$ cat config.mk
export PLATFORM = sky130hd
export DESIGN_NAME = sc_collision_game_ctrl_flat
export DESIGN_NICKNAME = d
export VERILOG_FILES = /design/src/rtl/sc_game_pkg.sv /design/src/rtl/sc_collision_game_ctrl_if.sv /design/src/rtl/sc_fall_edge_detect.sv /design/src/rtl/sc_collision_game_ctrl.sv /design/src/flat_wrapper.sv
export SDC_FILE = /design/constraint.sdc
export NUM_CORES = 1
export LEC_CHECK = 0
export ABC_CLOCK_PERIOD_IN_PS = 2600
export BUFFER_PORTS_ARGS = -buffer_cell sky130_fd_sc_hd__buf_4
export CAP_MARGIN = 20
export CORE_UTILIZATION = 25
export CTS_CLUSTER_DIAMETER = 80
export CTS_CLUSTER_SIZE = 12
export DETAILED_ROUTE_END_ITERATION = 8
export RECOVER_POWER = 100
export SLEW_MARGIN = 10
export SYNTH_ARGS = -nofsm -noshare
export SYNTH_HDL_FRONTEND = slang
export SYNTH_SLANG_ARGS = --single-unit
$ cat constraint.sdc
create_clock -name SC_COLLISIONCTRL_CLOCK_50 -period 2.6 [get_ports SC_COLLISIONCTRL_CLOCK_50]
set_clock_uncertainty 0.1 [all_clocks]
set_input_delay 0.13 -clock SC_COLLISIONCTRL_CLOCK_50 [delete_from_list [all_inputs] [get_ports SC_COLLISIONCTRL_CLOCK_50]]
set_output_delay 0.13 -clock SC_COLLISIONCTRL_CLOCK_50 [all_outputs]
set_load 0.1 [all_outputs]
$ cat src/rtl/sc_game_pkg.sv
// Shared game-control definitions: FSM state encoding and default game constants,
// also used by the obstacle generator.
package sc_game_pkg;

  typedef enum logic [1:0] {
    StIdle = 2'b00,
    StPlay = 2'b01,
    StHit  = 2'b10,
    StOver = 2'b11
  } gameState_e;

  localparam int unsigned LivesInitDef    = 3;
  localparam int unsigned HitHoldTicksDef = 4;

endpackage

$ cat src/rtl/sc_collision_game_ctrl_if.sv
// Bundles the comparator-side inputs and the game-status outputs of the collision controller.
interface sc_collision_game_ctrl_if #(
  parameter int unsigned LIVES_WIDTH = 2,
  parameter int unsigned SCORE_WIDTH = 8
);

  logic                   SC_COLLISIONCTRL_start_InLow;
  logic                   SC_COLLISIONCTRL_rowtick_In;
  logic                   SC_COLLISIONCTRL_noCollide_In;
  logic [1:0]             SC_COLLISIONCTRL_state_Out;
  logic [LIVES_WIDTH-1:0] SC_COLLISIONCTRL_lives_Out;
  logic [SCORE_WIDTH-1:0] SC_COLLISIONCTRL_score_Out;
  logic                   SC_COLLISIONCTRL_playEn_Out;
  logic                   SC_COLLISIONCTRL_hit_Out;
  logic                   SC_COLLISIONCTRL_gameOver_Out;

  modport master (
    output SC_COLLISIONCTRL_start_InLow,
    output SC_COLLISIONCTRL_rowtick_In,
    output SC_COLLISIONCTRL_noCollide_In,
    input  SC_COLLISIONCTRL_state_Out,
    input  SC_COLLISIONCTRL_lives_Out,
    input  SC_COLLISIONCTRL_score_Out,
    input  SC_COLLISIONCTRL_playEn_Out,
    input  SC_COLLISIONCTRL_hit_Out,
    input  SC_COLLISIONCTRL_gameOver_Out
  );

  modport slave (
    input  SC_COLLISIONCTRL_start_InLow,
    input  SC_COLLISIONCTRL_rowtick_In,
    input  SC_COLLISIONCTRL_noCollide_In,
    output SC_COLLISIONCTRL_state_Out,
    output SC_COLLISIONCTRL_lives_Out,
    output SC_COLLISIONCTRL_score_Out,
    output SC_COLLISIONCTRL_playEn_Out,
    output SC_COLLISIONCTRL_hit_Out,
    output SC_COLLISIONCTRL_gameOver_Out
  );

endinterface

$ cat src/rtl/sc_fall_edge_detect.sv
// Registered high->low edge detector; the pulse comes from registers only, one cycle after
// the sampled level changes.
module sc_fall_edge_detect #(
  parameter logic RESET_VAL = 1'b1
) (
  input  logic clk,
  input  logic rstN,
  input  logic sigIn,
  output logic fallEdge
);

  logic sampleQ;
  logic armedQ;
  logic edgeQ;

  // armedQ suppresses the first post-reset sample, so a level already low at reset
  // release is not mistaken for a fresh press.
  always_ff @(posedge clk or negedge rstN) begin
    if (!rstN) begin
      sampleQ <= RESET_VAL;
      armedQ  <= 1'b0;
      edgeQ   <= 1'b0;
    end else begin
      sampleQ <= sigIn;
      armedQ  <= 1'b1;
      edgeQ   <= armedQ & sampleQ & ~sigIn;
    end
  end

  assign fallEdge = edgeQ;

endmodule

$ cat src/rtl/sc_collision_game_ctrl.sv
// Game-control stage after the player position comparator: lives, score, hit hold-off and
// the IDLE/PLAY/HIT/OVER FSM that gates the obstacle shifter.
module sc_collision_game_ctrl
  import sc_game_pkg::*;
#(
  parameter int unsigned LIVES_INIT     = LivesInitDef,
  parameter int unsigned LIVES_WIDTH    = 2,
  parameter int unsigned SCORE_WIDTH    = 8,
  parameter int unsigned HIT_HOLD_TICKS = HitHoldTicksDef,
  parameter int unsigned HOLD_WIDTH     = 3
) (
  input logic                     SC_COLLISIONCTRL_CLOCK_50,
  input logic                     SC_COLLISIONCTRL_RESET_InLow,
  sc_collision_game_ctrl_if.slave bus
);

  localparam logic [LIVES_WIDTH-1:0] LivesInitVal = LIVES_INIT[LIVES_WIDTH-1:0];
  localparam logic [HOLD_WIDTH-1:0]  HoldInitVal  = HIT_HOLD_TICKS[HOLD_WIDTH-1:0];
  localparam logic [SCORE_WIDTH-1:0] ScoreMax     = {SCORE_WIDTH{1'b1}};

  logic clk;
  logic rstN;
  logic startEdge;
  logic rowtick;
  logic noCollide;

  gameState_e             stateQ, stateD;
  logic [LIVES_WIDTH-1:0] livesQ, livesD;
  logic [SCORE_WIDTH-1:0] scoreQ, scoreD;
  logic [HOLD_WIDTH-1:0]  holdQ, holdD;
  logic                   playEnQ, hitQ, gameOverQ;

  assign clk       = SC_COLLISIONCTRL_CLOCK_50;
  assign rstN      = SC_COLLISIONCTRL_RESET_InLow;
  assign rowtick   = bus.SC_COLLISIONCTRL_rowtick_In;
  assign noCollide = bus.SC_COLLISIONCTRL_noCollide_In;

  sc_fall_edge_detect #(
    .RESET_VAL(1'b1)
  ) u_startEdge (
    .clk     (clk),
    .rstN    (rstN),
    .sigIn   (bus.SC_COLLISIONCTRL_start_InLow),
    .fallEdge(startEdge)
  );

  always_comb begin
    stateD = stateQ;
    livesD = livesQ;
    scoreD = scoreQ;
    holdD  = holdQ;
    unique case (stateQ)
      // A start edge takes priority over any coincident rowtick.
      StIdle, StOver: begin
        if (startEdge) begin
          stateD = StPlay;
          livesD = LivesInitVal;
          scoreD = '0;
        end
      end
      StPlay: begin
        if (rowtick) begin
          if (noCollide) begin
            if (scoreQ != ScoreMax) begin
              scoreD = scoreQ + SCORE_WIDTH'(1);
            end
          end else if (livesQ > LIVES_WIDTH'(1)) begin
            livesD = livesQ - LIVES_WIDTH'(1);
            holdD  = HoldInitVal;
            stateD = StHit;
          end else begin
            livesD = '0;
            stateD = StOver;
          end
        end
      end
      StHit: begin
        if (rowtick) begin
          if (holdQ != '0) begin
            holdD = holdQ - HOLD_WIDTH'(1);
          end
          if (holdQ <= HOLD_WIDTH'(1)) begin
            stateD = StPlay;
          end
        end
      end
      default: stateD = StIdle;
    endcase
  end

  always_ff @(posedge clk or negedge rstN) begin
    if (!rstN) begin
      stateQ    <= StIdle;
      livesQ    <= LivesInitVal;
      scoreQ    <= '0;
      holdQ     <= '0;
      playEnQ   <= 1'b0;
      hitQ      <= 1'b0;
      gameOverQ <= 1'b0;
    end else begin
      stateQ    <= stateD;
      livesQ    <= livesD;
      scoreQ    <= scoreD;
      holdQ     <= holdD;
      // Flags decoded from the next state so they line up with the state register.
      playEnQ   <= (stateD == StPlay);
      hitQ      <= (stateD == StHit);
      gameOverQ <= (stateD == StOver);
    end
  end

  assign bus.SC_COLLISIONCTRL_state_Out    = stateQ;
  assign bus.SC_COLLISIONCTRL_lives_Out    = livesQ;
  assign bus.SC_COLLISIONCTRL_score_Out    = scoreQ;
  assign bus.SC_COLLISIONCTRL_playEn_Out   = playEnQ;
  assign bus.SC_COLLISIONCTRL_hit_Out      = hitQ;
  assign bus.SC_COLLISIONCTRL_gameOver_Out = gameOverQ;

endmodule
$ cat src/flat_wrapper.sv
// flat-port wrapper written by rule: the top's interface ports become plain ports
module sc_collision_game_ctrl_flat import sc_game_pkg::*;
#(
  parameter int unsigned LIVES_INIT     = LivesInitDef,
  parameter int unsigned LIVES_WIDTH    = 2,
  parameter int unsigned SCORE_WIDTH    = 8,
  parameter int unsigned HIT_HOLD_TICKS = HitHoldTicksDef,
  parameter int unsigned HOLD_WIDTH     = 3
)
  (SC_COLLISIONCTRL_CLOCK_50, SC_COLLISIONCTRL_RESET_InLow, bus_SC_COLLISIONCTRL_start_InLow, bus_SC_COLLISIONCTRL_rowtick_In, bus_SC_COLLISIONCTRL_noCollide_In, bus_SC_COLLISIONCTRL_state_Out, bus_SC_COLLISIONCTRL_lives_Out, bus_SC_COLLISIONCTRL_score_Out, bus_SC_COLLISIONCTRL_playEn_Out, bus_SC_COLLISIONCTRL_hit_Out, bus_SC_COLLISIONCTRL_gameOver_Out);
  sc_collision_game_ctrl_if #(.LIVES_WIDTH(LIVES_WIDTH), .SCORE_WIDTH(SCORE_WIDTH)) bus_i ();
  input logic SC_COLLISIONCTRL_CLOCK_50;
  input logic SC_COLLISIONCTRL_RESET_InLow;
  input wire logic [$bits(bus_i.SC_COLLISIONCTRL_start_InLow)-1:0] bus_SC_COLLISIONCTRL_start_InLow;
  input wire logic [$bits(bus_i.SC_COLLISIONCTRL_rowtick_In)-1:0] bus_SC_COLLISIONCTRL_rowtick_In;
  input wire logic [$bits(bus_i.SC_COLLISIONCTRL_noCollide_In)-1:0] bus_SC_COLLISIONCTRL_noCollide_In;
  output wire logic [$bits(bus_i.SC_COLLISIONCTRL_state_Out)-1:0] bus_SC_COLLISIONCTRL_state_Out;
  output wire logic [$bits(bus_i.SC_COLLISIONCTRL_lives_Out)-1:0] bus_SC_COLLISIONCTRL_lives_Out;
  output wire logic [$bits(bus_i.SC_COLLISIONCTRL_score_Out)-1:0] bus_SC_COLLISIONCTRL_score_Out;
  output wire logic [$bits(bus_i.SC_COLLISIONCTRL_playEn_Out)-1:0] bus_SC_COLLISIONCTRL_playEn_Out;
  output wire logic [$bits(bus_i.SC_COLLISIONCTRL_hit_Out)-1:0] bus_SC_COLLISIONCTRL_hit_Out;
  output wire logic [$bits(bus_i.SC_COLLISIONCTRL_gameOver_Out)-1:0] bus_SC_COLLISIONCTRL_gameOver_Out;
  assign bus_i.SC_COLLISIONCTRL_start_InLow = bus_SC_COLLISIONCTRL_start_InLow;
  assign bus_i.SC_COLLISIONCTRL_rowtick_In = bus_SC_COLLISIONCTRL_rowtick_In;
  assign bus_i.SC_COLLISIONCTRL_noCollide_In = bus_SC_COLLISIONCTRL_noCollide_In;
  assign bus_SC_COLLISIONCTRL_state_Out = bus_i.SC_COLLISIONCTRL_state_Out;
  assign bus_SC_COLLISIONCTRL_lives_Out = bus_i.SC_COLLISIONCTRL_lives_Out;
  assign bus_SC_COLLISIONCTRL_score_Out = bus_i.SC_COLLISIONCTRL_score_Out;
  assign bus_SC_COLLISIONCTRL_playEn_Out = bus_i.SC_COLLISIONCTRL_playEn_Out;
  assign bus_SC_COLLISIONCTRL_hit_Out = bus_i.SC_COLLISIONCTRL_hit_Out;
  assign bus_SC_COLLISIONCTRL_gameOver_Out = bus_i.SC_COLLISIONCTRL_gameOver_Out;
  sc_collision_game_ctrl #(.LIVES_INIT(LIVES_INIT), .LIVES_WIDTH(LIVES_WIDTH), .SCORE_WIDTH(SCORE_WIDTH), .HIT_HOLD_TICKS(HIT_HOLD_TICKS), .HOLD_WIDTH(HOLD_WIDTH)) u_core (.SC_COLLISIONCTRL_CLOCK_50(SC_COLLISIONCTRL_CLOCK_50), .SC_COLLISIONCTRL_RESET_InLow(SC_COLLISIONCTRL_RESET_InLow), .bus(bus_i));
endmodule
==> results <==
- The number of sinks driven by the clock tree is 21.
- The slack of the critical path is approximately 0.32 ns.
- By area the synthesized netlist is led by dfrtp_1 38%, dfstp_2 6.7%, ha_1 6.4%, nand2_1 4.2%, a21oi_1 3.4%.
- Using the TritonRoute via totals, the vias-per-cell ratio works out to 5.00.
- After clock tree synthesis, the setup repair step added 0 buffers.
- The number of nets in the synthesized netlist is ~130.
- Counting the fill cells in the layout gives 498.
- The total negative slack for setup checks is 0 ns.
- The number of antenna-violating nets in the routed design is 0.
- The number of antenna diodes is 0.
- The final-report setup violation count is 0.
- The cell taking the most area after synthesis is dfrtp_1.
- For this design the static power due to leakage is ~0.57 nW.
- The run finished, with violations left.
- After detailed routing, the number of remaining DRC violations is 6.
- The max-cap check violation count is 0.
- The number of core rows is 24.
- The fraction of final layout cells sized beyond drive strength 1 is under 10%.
- The critical path is of the reg2reg type.
- The routed wire length per instance is 12.4 µm.
- Global routing consumed, over all layers together, 10.6% of the routing resources.
- The die is ~70 µm tall.
- The first-pass GRT wire length is roughly 4100 µm.
- The clock latency reported for the late side of the worst-skew pair is approximately 0.27 ns.
- The CTS tree is built.
- Setup repair after global routing left no endpoint under its margin.
- The signed area change from the synthesized netlist to the final layout is 15.4%.
- The worst slew margin relative to its limit is a little over a fifth.
- The number of warnings printed during yosys synthesis is 0.
- The die is just over 70 µm wide.
- The period utilization is slightly below 90%.
- The checks that failed: DRC.
- Data on the critical path is required at its endpoint by roughly 2.7 ns.
- At the pin with the least slew margin, the transition time is 1.18 ns.
- The die outline area is 4970 µm².
- In the synthesized netlist, the number of instances is ~120.
- In the final design database the tool counted around 160 nets.
- The main flop type after synthesis is dfrtp_1.
- The number of DRC violations after detailed-routing iteration 0 is 59.
- The category of the worst setup path capture point is a flip-flop.
- Detailed placement finished with a half-perimeter wire length of roughly 1700 µm.
- For this run the aggregate overflow at the end of global routing stands at 0.
- The clock slew seen by the registers of the worst setup and hold paths is around 0.080 ns.
- The total of flip-flops plus latches after synthesis is 21.
- Leaving out fill and tap cells, the most frequent cells in the layout are 18 x dfrtp_1, 17 x clkbuf_1, 13 x nand2_1.
- 20 I/O pins were placed.
- The mean instance size in the synthesized netlist is 9.69 µm².
- The register area share after synthesis is 45.1%.
- The total wire length after detailed routing is 2420 µm.
- The worst voltage drop across the vdd grid is roughly 0.00075 V.
- In this run, CTS created clock tree buffers numbering 3.
- The placeable core area is 4440 µm².
- The async set-or-reset flop fraction in the synthesized netlist is between 90% and 100%.
- The initial cell density of the core is 26.4%.
- The number of optimization iterations in the first detailed-route pass is 6.
- The number of pins exceeding their max-slew limit in the final report was 0.
- Static timing analysis puts the maximum clock frequency at between 400 and 500 MHz.
- At the placement stage, the worst setup path has a slack of between 0.3 and 0.4 ns.
- The most common cell after layout, fill and taps aside is dfrtp_1.
- In this run the worst path has a maximum fanout of 16.
- The data arrival time of the critical path is 2.37 ns.
- Routability-driven placement finished with a final weighted congestion of 0.758.
- The number of H-tree branching levels is 1.
- The distinct cell type count after synthesis is 39.
- The quantity of I/O buffers inserted on ports is 19.
- The area of the mapped netlist is between 1000 and 1500 µm².
- The power density over cell area is ~1300 nW/µm².
- The number of antenna violations at the first check in global routing came to 0.
- Across all layers, the routed design uses around 1000 vias.
- Subtracting the final worst setup slack from the clock period gives roughly 2.3 ns.
- The final hold violation count came to 0.
- The kind of path behind the tightest hold check is in2reg.
- The via count of the first global-routing pass came to 888.
- The maximum buffer depth of the clock tree is 2.
- The root buffer cell chosen for the clock tree is clkbuf_8.
- Yosys mapped a number of flops with a built-in enable equal to 0.
- STA classifies the critical path startpoint as a flip-flop.
- The area share of the largest cell type after synthesis is between 30% and 40%.
- Entering global routing, the biggest net connects 22 pins.
## flip-flops by register name, indices dropped and copies added (netlist names)
| name | count |
|---|---|
| u_core.bus.SC_COLLISIONCTRL_score_Out | 8 |
| u_core.bus.SC_COLLISIONCTRL_playEn_Out | 1 |
| u_core.bus.SC_COLLISIONCTRL_gameOver_Out | 1 |
| u_core.bus.SC_COLLISIONCTRL_hit_Out | 1 |
| u_core.u_startEdge.sampleQ | 1 |
| u_core.u_startEdge.fallEdge | 1 |
| u_core.bus.SC_COLLISIONCTRL_lives_Out | 2 |
| u_core.u_startEdge.armedQ | 1 |
| u_core.bus.SC_COLLISIONCTRL_state_Out | 2 |
| u_core.holdQ | 3 |
## cell usage after synthesis (all sizes together) (2+ instances only)
master  instances
a211oi          2
a21oi           8
a221oi          2
and3            2
buf             2
dfrtp          18
dfstp           3
ha              6
inv            10
nand2          13
nand2b          3
nand3           5
nand3b          2
nand4           2
nor2            4
nor2b           2
o211ai          3
o21a            2
o21ai           8
o221a           2
o31ai           3
or3             2
or4             3
## cell families (layout without fill, tap and decap cells)
| kind of cell | count (synthesis) | in the layout | share of synthesized area [%] |
|---|---|---|---|
| adder cells (fa/ha/maj) | 6 | 6 | 6.40 |
| AND/OR/NAND/NOR | 42 | 42 | 19.0 |
| multiplexers | 2 | 2 | 2.13 |
| flip-flops | 21 | 21 | 45.1 |
| other | 1 | 1 | 0.320 |
| buffers and inverters | 13 | 35 | 4.91 |
| AO/OA/AOI/OAI | 36 | 36 | 22.1 |
## what timing repair did
action / CTS / global route
resized for setup: 0 / 0
hold buffers: 2 / 0
endpoints found under the hold margin: 23 / 0
## per-stage QoR
stage | hold slack, ns | cells | cell area (µm²) | util, % | power, mW
3_5_place_dp | -0.0643 | 189 | 1360 | 30.6 | 1.56
3_3_place_gp | -0.0702 | 189 | 1360 | 30.6 | 1.55
4_1_cts | 0.179 | 195 | 1430 | 32.1 | 1.80
6_report | 0.209 | 195 | 1350 | 30.4 | 1.70
2_1_floorplan | -0.266 | 121 | 1170 | - | 1.36
5_1_grt | 0.222 | 195 | 1350 | 30.4 | 1.82
## worst max-delay path: stages (launching register included)
cell	delay [ns]
dfrtp_1	0.44
inv_1	0.06
ha_1	0.41
mux2_1	0.26
o211ai_2	0.25
or4_1	0.54
a21oi_1	0.15
## layout make-up
type	count	area (µm²)	area share, %
tap	52	65.1	4.81
sequential	21	529	39.1
multi-input combinational	87	573	42.4
clock buffer	4	45.0	3.33
inverter	10	37.5	2.78
timing repair buffer	21	103	7.59
## per-layer routing
metal	vias to the layer above	global-route usage, %	routed length [µm]
li1	483	-	-
met1	464	14.4	1180
met2	25	16.0	1090
met3	3	2.74	127
met4	0	4.08	27
met5	-	0	0
## power breakdown
group	internal [mW]	switching, mW	total (mW)
sequential	0.417	0.0889	0.506
clock	0.110	0.111	0.220
combinational	0.226	0.751	0.977
total	0.752	0.951	1.70
## final timing paths
path                                                                          from                                                    to  slack (ns)  cells past startpoint
worst max-delay path            u_core.bus.SC_COLLISIONCTRL_state_Out[0]$_DFF_PN0_  u_core.bus.SC_COLLISIONCTRL_score_Out[5]$_DFFE_PN0P_        0.32                      6
worst min-delay path                             bus_SC_COLLISIONCTRL_noCollide_In  u_core.bus.SC_COLLISIONCTRL_lives_Out[1]$_DFFE_PN1P_        0.21                      5
worst max register to register  u_core.bus.SC_COLLISIONCTRL_state_Out[0]$_DFF_PN0_  u_core.bus.SC_COLLISIONCTRL_score_Out[5]$_DFFE_PN0P_        0.32                      6
worst min register to register                u_core.u_startEdge.sampleQ$_DFF_PN1_                 u_core.u_startEdge.fallEdge$_DFF_PN0_        0.37                      2
max in group asynchronous                             SC_COLLISIONCTRL_RESET_InLow  u_core.bus.SC_COLLISIONCTRL_score_Out[4]$_DFFE_PN0P_        1.24                      2
min in group asynchronous                             SC_COLLISIONCTRL_RESET_InLow    u_core.bus.SC_COLLISIONCTRL_gameOver_Out$_DFF_PN0_        0.50                      2
Power figures use the tool's default switching activity.
